**src/rtl/sum_stream_feeder.sv**
```systemverilog
// sum_stream_feeder: buffers nonzero host words, streams them to the sumItUp
// accumulator over the go_l/inA handshake, closes each burst with a zero
// terminator, and checks the accumulator's reply against a local 17-bit total.
module sum_stream_feeder #(
    parameter int DEPTH = 8
) (
    input  logic                       ck,
    input  logic                       reset_l,
    input  logic                       wr_en,
    input  logic [15:0]                wr_data,
    input  logic                       start,
    output logic [$clog2(DEPTH+1)-1:0] count,
    output logic                       full,
    output logic                       busy,
    output logic                       result_valid,
    output logic [15:0]                result_sum,
    output logic                       result_err,
    output logic                       result_fault,
    output logic                       go_l,
    output logic [15:0]                inA,
    input  logic                       done_in,
    input  logic                       error_in,
    input  logic [15:0]                sum_in
);

    localparam int CW = $clog2(DEPTH + 1);
    localparam int AW = $clog2(DEPTH);

    typedef enum logic [1:0] {
        ST_IDLE = 2'd0,
        ST_SEND = 2'd1,
        ST_TERM = 2'd2
    } state_t;

    state_t        state_r;
    state_t        state_s;
    logic [15:0]   buf_r [DEPTH];
    logic [CW-1:0] count_r;
    logic [AW-1:0] rp_r;
    logic [16:0]   acc_r;
    logic          result_valid_r;
    logic [15:0]   result_sum_r;
    logic          result_err_r;
    logic          result_fault_r;

    logic          full_s;
    logic          start_ok_s;
    logic          wr_ok_s;
    logic          last_s;
    logic [15:0]   word_s;
    logic [16:0]   sum17_s;
    logic [16:0]   acc_s;
    logic          fault_s;

    // Decode control conditions, next-state and the accumulator handshake
    always_comb begin
        state_s    = state_r;
        go_l       = 1'b1;
        inA        = 16'h0000;
        full_s     = (count_r == CW'(DEPTH));
        start_ok_s = (state_r == ST_IDLE) && start && (count_r != {CW{1'b0}});
        // an accepted start takes priority over a write in the same cycle
        wr_ok_s    = (state_r == ST_IDLE) && wr_en && !full_s &&
                     (wr_data != 16'h0000) && !start_ok_s;
        word_s     = buf_r[rp_r];
        last_s     = (CW'(rp_r) == (count_r - CW'(1)));
        sum17_s    = {1'b0, acc_r[15:0]} + {1'b0, word_s};
        // bit 16 is sticky: any overflow during the burst is remembered
        acc_s      = {acc_r[16] | sum17_s[16], sum17_s[15:0]};
        fault_s    = (error_in != acc_r[16]) | (done_in != ~acc_r[16]) |
                     (~acc_r[16] & (sum_in != acc_r[15:0]));
        case (state_r)
            ST_IDLE: begin
                go_l = 1'b1;
                inA  = 16'h0000;
                if (start_ok_s) begin
                    state_s = ST_SEND;
                end else begin
                    state_s = ST_IDLE;
                end
            end
            ST_SEND: begin
                go_l = 1'b0;
                inA  = word_s;
                if (last_s) begin
                    state_s = ST_TERM;
                end else begin
                    state_s = ST_SEND;
                end
            end
            ST_TERM: begin
                go_l    = 1'b0;
                inA     = 16'h0000;
                state_s = ST_IDLE;
            end
            default: begin
                go_l    = 1'b1;
                inA     = 16'h0000;
                state_s = ST_IDLE;
            end
        endcase
    end

    // State, pointers, local total and registered result fields
    always_ff @(posedge ck or negedge reset_l) begin
        if (!reset_l) begin
            state_r        <= ST_IDLE;
            count_r        <= {CW{1'b0}};
            rp_r           <= {AW{1'b0}};
            acc_r          <= 17'h00000;
            result_valid_r <= 1'b0;
            result_sum_r   <= 16'h0000;
            result_err_r   <= 1'b0;
            result_fault_r <= 1'b0;
        end else begin
            state_r <= state_s;
            case (state_r)
                ST_IDLE: begin
                    if (start_ok_s) begin
                        rp_r           <= {AW{1'b0}};
                        acc_r          <= 17'h00000;
                        result_valid_r <= 1'b0;
                    end else if (wr_ok_s) begin
                        count_r <= count_r + CW'(1);
                    end
                end
                ST_SEND: begin
                    acc_r <= acc_s;
                    rp_r  <= rp_r + AW'(1);
                end
                ST_TERM: begin
                    result_sum_r   <= sum_in;
                    result_err_r   <= error_in;
                    result_fault_r <= fault_s;
                    result_valid_r <= 1'b1;
                    count_r        <= {CW{1'b0}};
                end
                default: begin
                    count_r <= {CW{1'b0}};
                end
            endcase
        end
    end

    // Word storage; contents are only meaningful below count_r
    always_ff @(posedge ck) begin
        if (wr_ok_s) begin
            buf_r[AW'(count_r)] <= wr_data;
        end
    end

    assign count        = count_r;
    assign full         = full_s;
    assign busy         = (state_r != ST_IDLE);
    assign result_valid = result_valid_r;
    assign result_sum   = result_sum_r;
    assign result_err   = result_err_r;
    assign result_fault = result_fault_r;

endmodule

```
**config.mk**
```make
export PLATFORM = sky130hd
export DESIGN_NAME = sum_stream_feeder
export DESIGN_NICKNAME = d
export VERILOG_FILES = /design/src/rtl/sum_stream_feeder.sv
export SDC_FILE = /design/constraint.sdc
export NUM_CORES = 1
export LEC_CHECK = 0
export BUFFER_PORTS_ARGS = -buffer_cell sky130_fd_sc_hd__buf_2
export CAP_MARGIN = 20
export CORE_UTILIZATION = 30
export CTS_CLUSTER_DIAMETER = 120
export CTS_CLUSTER_SIZE = 14
export DETAILED_ROUTE_END_ITERATION = 8
export PLACE_DENSITY = 0.51
export REMOVE_ABC_BUFFERS = 1
export SLEW_MARGIN = 20
export SYNTH_ARGS = -nofsm -noshare
export SYNTH_HDL_FRONTEND = slang
export SYNTH_SLANG_ARGS = --single-unit
```
**constraint.sdc**
```tcl
create_clock -name ck -period 4.9 [get_ports ck]
set_input_delay 0 -clock ck [delete_from_list [all_inputs] [get_ports ck]]
set_output_delay 0 -clock ck [all_outputs]
set_load 0.005 [all_outputs]
```
==> results of run 1 <==
==> routing by layer <==
layer,routed length [um],GRT usage,up-vias
li1,-,-,2206
met1,7710,0.171,2343
met2,8780,0.241,124
met3,834,0.0269,14
met4,160,0.0433,0
met5,0,0,-
==> per-stage QoR <==
stage	cells	hold slack, ns	utilization	setup slack, ns	power (W)
final	974	0.0743	0.380	1.28	0.00595
after global routing	974	0.0773	0.380	1.00	0.00638
after CTS	973	0.0457	0.379	1.24	0.00602
after detailed placement	905	0.130	0.341	1.27	0.00463
after global placement	905	0.123	0.341	1.32	0.00460
after floorplan	483	-0.296	-	0.847	0.00382
==> power by group through the flow <==
stage,logic (W),registers [W],clock network (W)
after floorplan,0.00176,0.00205,0
after detailed placement,0.00254,0.00210,0
after global routing,0.00285,0.00210,0.00143
after global placement,0.00252,0.00208,0
after CTS,0.00258,0.00206,0.00137
final,0.00256,0.00205,0.00134
==> logic make-up after synthesis <==
family | after synthesis
flops | 173
mux | 67
buf+inv | 35
fa+ha+maj | 23
simple gates | 102
compound gates | 74
xor+xnor | 30
==> cell usage after synthesis (all sizes together), types with 12 or more instances <==
cell type  count
and2          18
dfrtp         45
inv           14
xnor2         20
clkbuf        12
mux2          33
nor2          17
o21ai         23
mux4          32
ha            22
a21oi         16
nand2         33
edfxtp       128
==> flip-flops by register name, summed over array words and instances, names as in the netlist <==
| name | flops |
|---|---|
| rp_r | 3 |
| count | 4 |
| result_valid | 1 |
| state_r | 2 |
| result_sum | 16 |
| result_err | 1 |
| buf_r | 128 |
| acc_r | 17 |
| result_fault | 1 |
==> layout make-up <==
class / count / area, um^2
Clock buffer: 18 / 429
Sequential cell: 173 / 4970
Clock inverter: 13 / 156
Inverter: 14 / 55.1
Fill cell: 2350 / 15700
Tap cell: 330 / 413
Timing Repair Buffer: 130 / 878
Multi-Input combinational cell: 296 / 2710
==> layout by cell type (no fill, tap or decap), types with 10 or more instances in the layout <==
| cell type | count |
|---|---|
| a21o_1 | 10 |
| a21oi_1 | 16 |
| and2_1 | 18 |
| buf_2 | 79 |
| buf_4 | 13 |
| clkbuf_16 | 17 |
| dfrtp_1 | 44 |
| dlygate4sd3_1 | 37 |
| edfxtp_1 | 128 |
| ha_1 | 22 |
| inv_1 | 13 |
| mux2_2 | 33 |
| mux4_2 | 32 |
| nand2_1 | 32 |
| nor2_1 | 17 |
| o21ai_0 | 20 |
| xnor2_1 | 20 |
| xor2_1 | 10 |
==> path summary, 6_finish.rpt <==
path                                    start             to  slack, ns  depth (start not counted)
min in group asynchronous             reset_l   result_valid       0.21                          3
worst max-delay path                  rp_r[0]      acc_r[12]       1.28                         10
max in group asynchronous             reset_l        rp_r[0]       4.27                          3
worst max register to register        rp_r[0]      acc_r[12]       1.28                         10
worst min-delay path                    wr_en       count[2]       0.07                          5
worst min register to register  result_sum[3]  result_sum[3]       0.50                          1
==> critical path: cells and delay by family, from the launching register on <==
family	cells	cell delay (ns)
fa+ha+maj	2	0.65
compound gates	4	0.90
mux	2	0.88
simple gates	2	0.23
flops	1	0.84
==> impl_metrics.env, run 1 <==
export IMPL_tightest_slew_ns=1.04
export IMPL_hold_buffers=37
export IMPL_antenna_found_initial=0
export IMPL_fin_setup_tns_ns=0
export IMPL_tritoncts="built"
export IMPL_worst_hold_path_type="in2reg"
export IMPL_slowest_delay_ns=0.84
export IMPL_sequentialPowerShare=0.345
export IMPL_std_cell_rows=58
export IMPL_diodes=0
export IMPL_nNetsFinal=693
export IMPL_portBuffers=79
export IMPL_dieHeight_um=163
export IMPL_syn_avg_cell_area_um2=15.5
export IMPL_postSynth_asyncResetShare=0.260
export IMPL_cts_root_buf="clkbuf_16"
export IMPL_comb_power_share=0.430
export IMPL_drc_errors=0
export IMPL_fp_dieW_um=163
export IMPL_p_int_w=0.00382
export IMPL_finalClockSkew_ns=0.0118
export IMPL_grt_max_degree=46
export IMPL_synth_cell_types=48
export IMPL_synthFlopType="edfxtp_1"
export IMPL_maxSlewViolCount=0
export IMPL_hold_viol=0
export IMPL_htreeDepth=4
export IMPL_grt_pass1_wl_um=27000
export IMPL_netlist_instances=504
export IMPL_vias=4687
export IMPL_grt_usage=0.138
export IMPL_post_cts_buffers=0
export IMPL_grt_overflow=0
export IMPL_synth_compound_area_frac=0.0636
export IMPL_synthToLayoutAreaGrowth_pct=23.0
export IMPL_synth_warnings=0
export IMPL_netlist_area_leader_share=0.492
export IMPL_drtIter0Drc=294
export IMPL_core_area_um2=25300
export IMPL_start_util=0.308
export IMPL_worstPathRequired_ns=5.21
export IMPL_crit_slowest_cell="dfrtp_2"
export IMPL_pwr_density_cell_nw_per_um2=619
export IMPL_switching_share=0.359
export IMPL_switching_power_w=0.00213
export IMPL_totalWireLength_um=17500
export IMPL_worstPathMaxFanout=24
export IMPL_die_area_um2=26700
export IMPL_setup_viol=0
export IMPL_timing_final_crit_period_ns=3.62
export IMPL_clkPwrFrac=0.225
export IMPL_leakage_nw=3.58
export IMPL_peakVddDrop_v=0.000267
export IMPL_fmax_mhz=276
export IMPL_ys_seq_area_frac=0.636
export IMPL_routedWlPerCell_um=17.9
export IMPL_cp_arrival_ns=3.93
export IMPL_clk_pin_slew_worst_paths_ns=0.07
export IMPL_cts_buffers=17
export IMPL_muxShareOfSynthArea=0.142
export IMPL_postRouteAntennaNets=0
export IMPL_maxSlewHeadroom=0.307
export IMPL_netlist_top_cell_by_area="edfxtp_1"
export IMPL_grt_pass1_vias=4823
export IMPL_maxCapViolCount=0
export IMPL_synth_edf_count=128
export IMPL_clk_path_buf_depth=2
export IMPL_clock_latency_ns=0.42
export IMPL_path_cells="mux4_2 > mux2_2 > ha_1 > fa_1 > a21o_1 > nand4_1 > a21oi_1 > o211ai_1 > nand3_1 > a32o_1"
export IMPL_syn_area_um2=7810
export IMPL_outcome="finished, final reports clean"
export IMPL_dpl_instance_area_um2=8640
export IMPL_start_kind="register"
export IMPL_cp_end_kind="register"
export IMPL_synth_top_family_by_area="multiplexers"
export IMPL_cts_sinks=173
export IMPL_critical_path_class="reg2reg"
export IMPL_io_pins=80
export IMPL_rsz0062_at_grt="no"
export IMPL_place_hpwl_um=11800
export IMPL_stdcell_area_um2=9610
export IMPL_synth_seq_cells=173
export IMPL_gp_congestion=0.809
export IMPL_synth_area_leaders="edfxtp_1 49%, dfrtp_1 14%, mux4_2 9.2%"
export IMPL_synth_adder_area_share=0.0378
export IMPL_drive_gt1_frac=0.303
export IMPL_post_route_period_util=0.739
export IMPL_cts_repair_resized=0
export IMPL_synth_xor_area_share=0.0336
export IMPL_drtPass1Iterations=4
export IMPL_vias_per_cell=4.81
export IMPL_synth_simple_area_share=0.0665
(Power assumes the default switching activity.)
==> inputs of run 2 (changes only) <==
Settings changed: PLACE_DENSITY 0.51 to 0.53.
Clock period 4.9 ns to 3.02 ns, I/O delays scaled along.
==> impl_metrics.env, run 2 (same netlist as run 1, synthesis figures left out) <==
export IMPL_outcome="finished, final reports clean"
export IMPL_leakage_nw=3.92
export IMPL_met2_usage=0.243
export IMPL_io_pins=80
export IMPL_grt_usage=0.149
export IMPL_synthToLayoutAreaGrowth_pct=32.9
export IMPL_fmax_mhz=333
export IMPL_globalRoute_busiestLayer="met2"
export IMPL_mostFrequentLayoutCell="edfxtp_1"
export IMPL_antenna_found_initial=0
export IMPL_place_hpwl_um=12300
export IMPL_drive_gt1_frac=0.392
export IMPL_routedWlPerCell_um=18.6
export IMPL_final_fill_count=2300
export IMPL_power_w=0.0115
export IMPL_die_area_um2=26700
export IMPL_cts_sinks=173
export IMPL_fp_dieW_um=163
export IMPL_worstPathRequired_ns=3.34
export IMPL_gp_congestion=0.872
export IMPL_pwr_density_cell_nw_per_um2=1110
export IMPL_dpl_instance_area_um2=8980
export IMPL_finalClockSkew_ns=0.00856
export IMPL_startpoint="rp_r[0]"
export IMPL_gr_usage_met3=0.0251
export IMPL_vias_per_cell=4.88
export IMPL_use_met1=0.197
export IMPL_timing_rr_start="rp_r[0]"
export IMPL_core_area_um2=25300
export IMPL_start_kind="register"
export IMPL_postRouteAntennaNets=0
export IMPL_maxSlewViolCount=0
export IMPL_nNetsFinal=736
export IMPL_whs_ns=0.0503
export IMPL_min_from="wr_en"
export IMPL_cp_end_kind="register"
export IMPL_portBuffers=79
export IMPL_dieHeight_um=163
export IMPL_post_route_period_util=0.996
export IMPL_largest_register="buf_r"
export IMPL_grt_pass1_wl_um=29400
export IMPL_maxSlewHeadroom=0.393
export IMPL_std_cell_rows=58
export IMPL_totalWireLength_um=18900
export IMPL_diodes=0
export IMPL_timing_final_crit_period_ns=3.01
export IMPL_cts_root_buf="clkbuf_16"
export IMPL_rsz0062_at_grt="yes"
export IMPL_setup_viol=0
export IMPL_clk_pin_slew_worst_paths_ns=0.07
export IMPL_htreeDepth=4
export IMPL_critical_path_class="reg2reg"
export IMPL_drtPass1Iterations=4
export IMPL_tightest_slew_ns=0.911
export IMPL_grt_pass1_vias=5144
export IMPL_worstPathMaxFanout=7
export IMPL_maxCapViolCount=0
export IMPL_fin_setup_tns_ns=0
export IMPL_worst_hold_path_type="in2reg"
export IMPL_tritoncts="built"
export IMPL_vias=4970
export IMPL_peakVddDrop_v=0.000481
export IMPL_cp_arrival_ns=3.33
export IMPL_cts_buffers=17
export IMPL_hold_viol=0
export IMPL_grt_overflow=0
export IMPL_drc_errors=0
export IMPL_layout_common_cells="128 x edfxtp_1, 78 x buf_2, 47 x buf_4"
export IMPL_largest_reg_flops=128
export IMPL_start_util=0.308
export IMPL_grt_max_degree=46
export IMPL_clk_path_buf_depth=2
export IMPL_drtIter0Drc=312
export IMPL_stdcell_area_um2=10400
export IMPL_clock_latency_ns=0.43
## run 2: cell count changes in the layout (fill, tap and decap cells not counted), moves of 5 or more
cell / previous run / this run
a21oi_1: 16 / 11
ha_1: 22 / 8
o21ai_0: 20 / 15
buf_12: 0 / 6
mux2_2: 33 / 24
mux2_4: 0 / 9
ha_4: 0 / 13
buf_4: 13 / 47
## run 2: cell type report
type / instances / area (um^2) / area share
multi-input cells: 296 / 2980 / 0.287
flip-flops and latches: 173 / 4970 / 0.479
clock buffers: 17 / 425 / 0.0410
inverters: 14 / 55.1 / 0.00530
well taps: 330 / 413 / 0.0398
repair buffers: 173 / 1340 / 0.129
clock inverters: 15 / 194 / 0.0187
## run 2: worst paths after layout
kind                            depth (start not counted)  slack (ns)            end
worst min register to register                          1        0.50  result_sum[8]
min in group asynchronous                               2        0.12       count[3]
worst max-delay path                                   11        0.01      acc_r[12]
max in group asynchronous                               2        2.46        rp_r[0]
worst max register to register                         11        0.01      acc_r[12]
worst min-delay path                                    5        0.05       count[2]
## run 2: timing repair
action / in CTS / in global routing
pin swaps: 6 / 13
hold buffers: 37 / 0
gates resized for setup: 26 / 27
gates cloned: 2 / 0
setup buffers: 3 / 4
endpoints found under the hold margin: 192 / 0
endpoints found under the setup margin: 7 / 9
## run 2: metal layers
| layer | share of wire | up-vias |
|---|---|---|
| met2 | 0.48 | 127 |
| met5 | 0 | - |
| li1 | - | 2293 |
| met3 | 0.032 | 29 |
| met1 | 0.46 | 2521 |
| met4 | 0.022 | 0 |
## run 2: per-stage QoR
step | setup slack [ns] | utilization | instances
6_report | 0.0126 | 0.410 | 1018
3_3_place_gp | -0.101 | 0.355 | 940
4_1_cts | 0.000461 | 0.404 | 1014
3_5_place_dp | -0.183 | 0.355 | 940
5_1_grt | -0.148 | 0.410 | 1018
2_1_floorplan | -1.03 | - | 483
## run 2: report_power, final
group / switching [W] / leakage [nW] / total (W) / internal [W]
logic: 0.00276 / 1.92 / 0.00599 / 0.00323
registers: 0.000308 / 1.70 / 0.00322 / 0.00291
clock network: 0.00102 / 0.305 / 0.00229 / 0.00127
## run 2: critical path, stage by stage, from the launching register on
cell and delay (ns):
dfrtp_2 0.39, buf_12 0.15, mux4_2 0.49, mux2_4 0.30, ha_4 0.18, fa_2 0.34
a21o_1 0.18, nand4_1 0.14, a21oi_2 0.10, o211ai_1 0.27, nand3_1 0.12, a32o_1 0.25
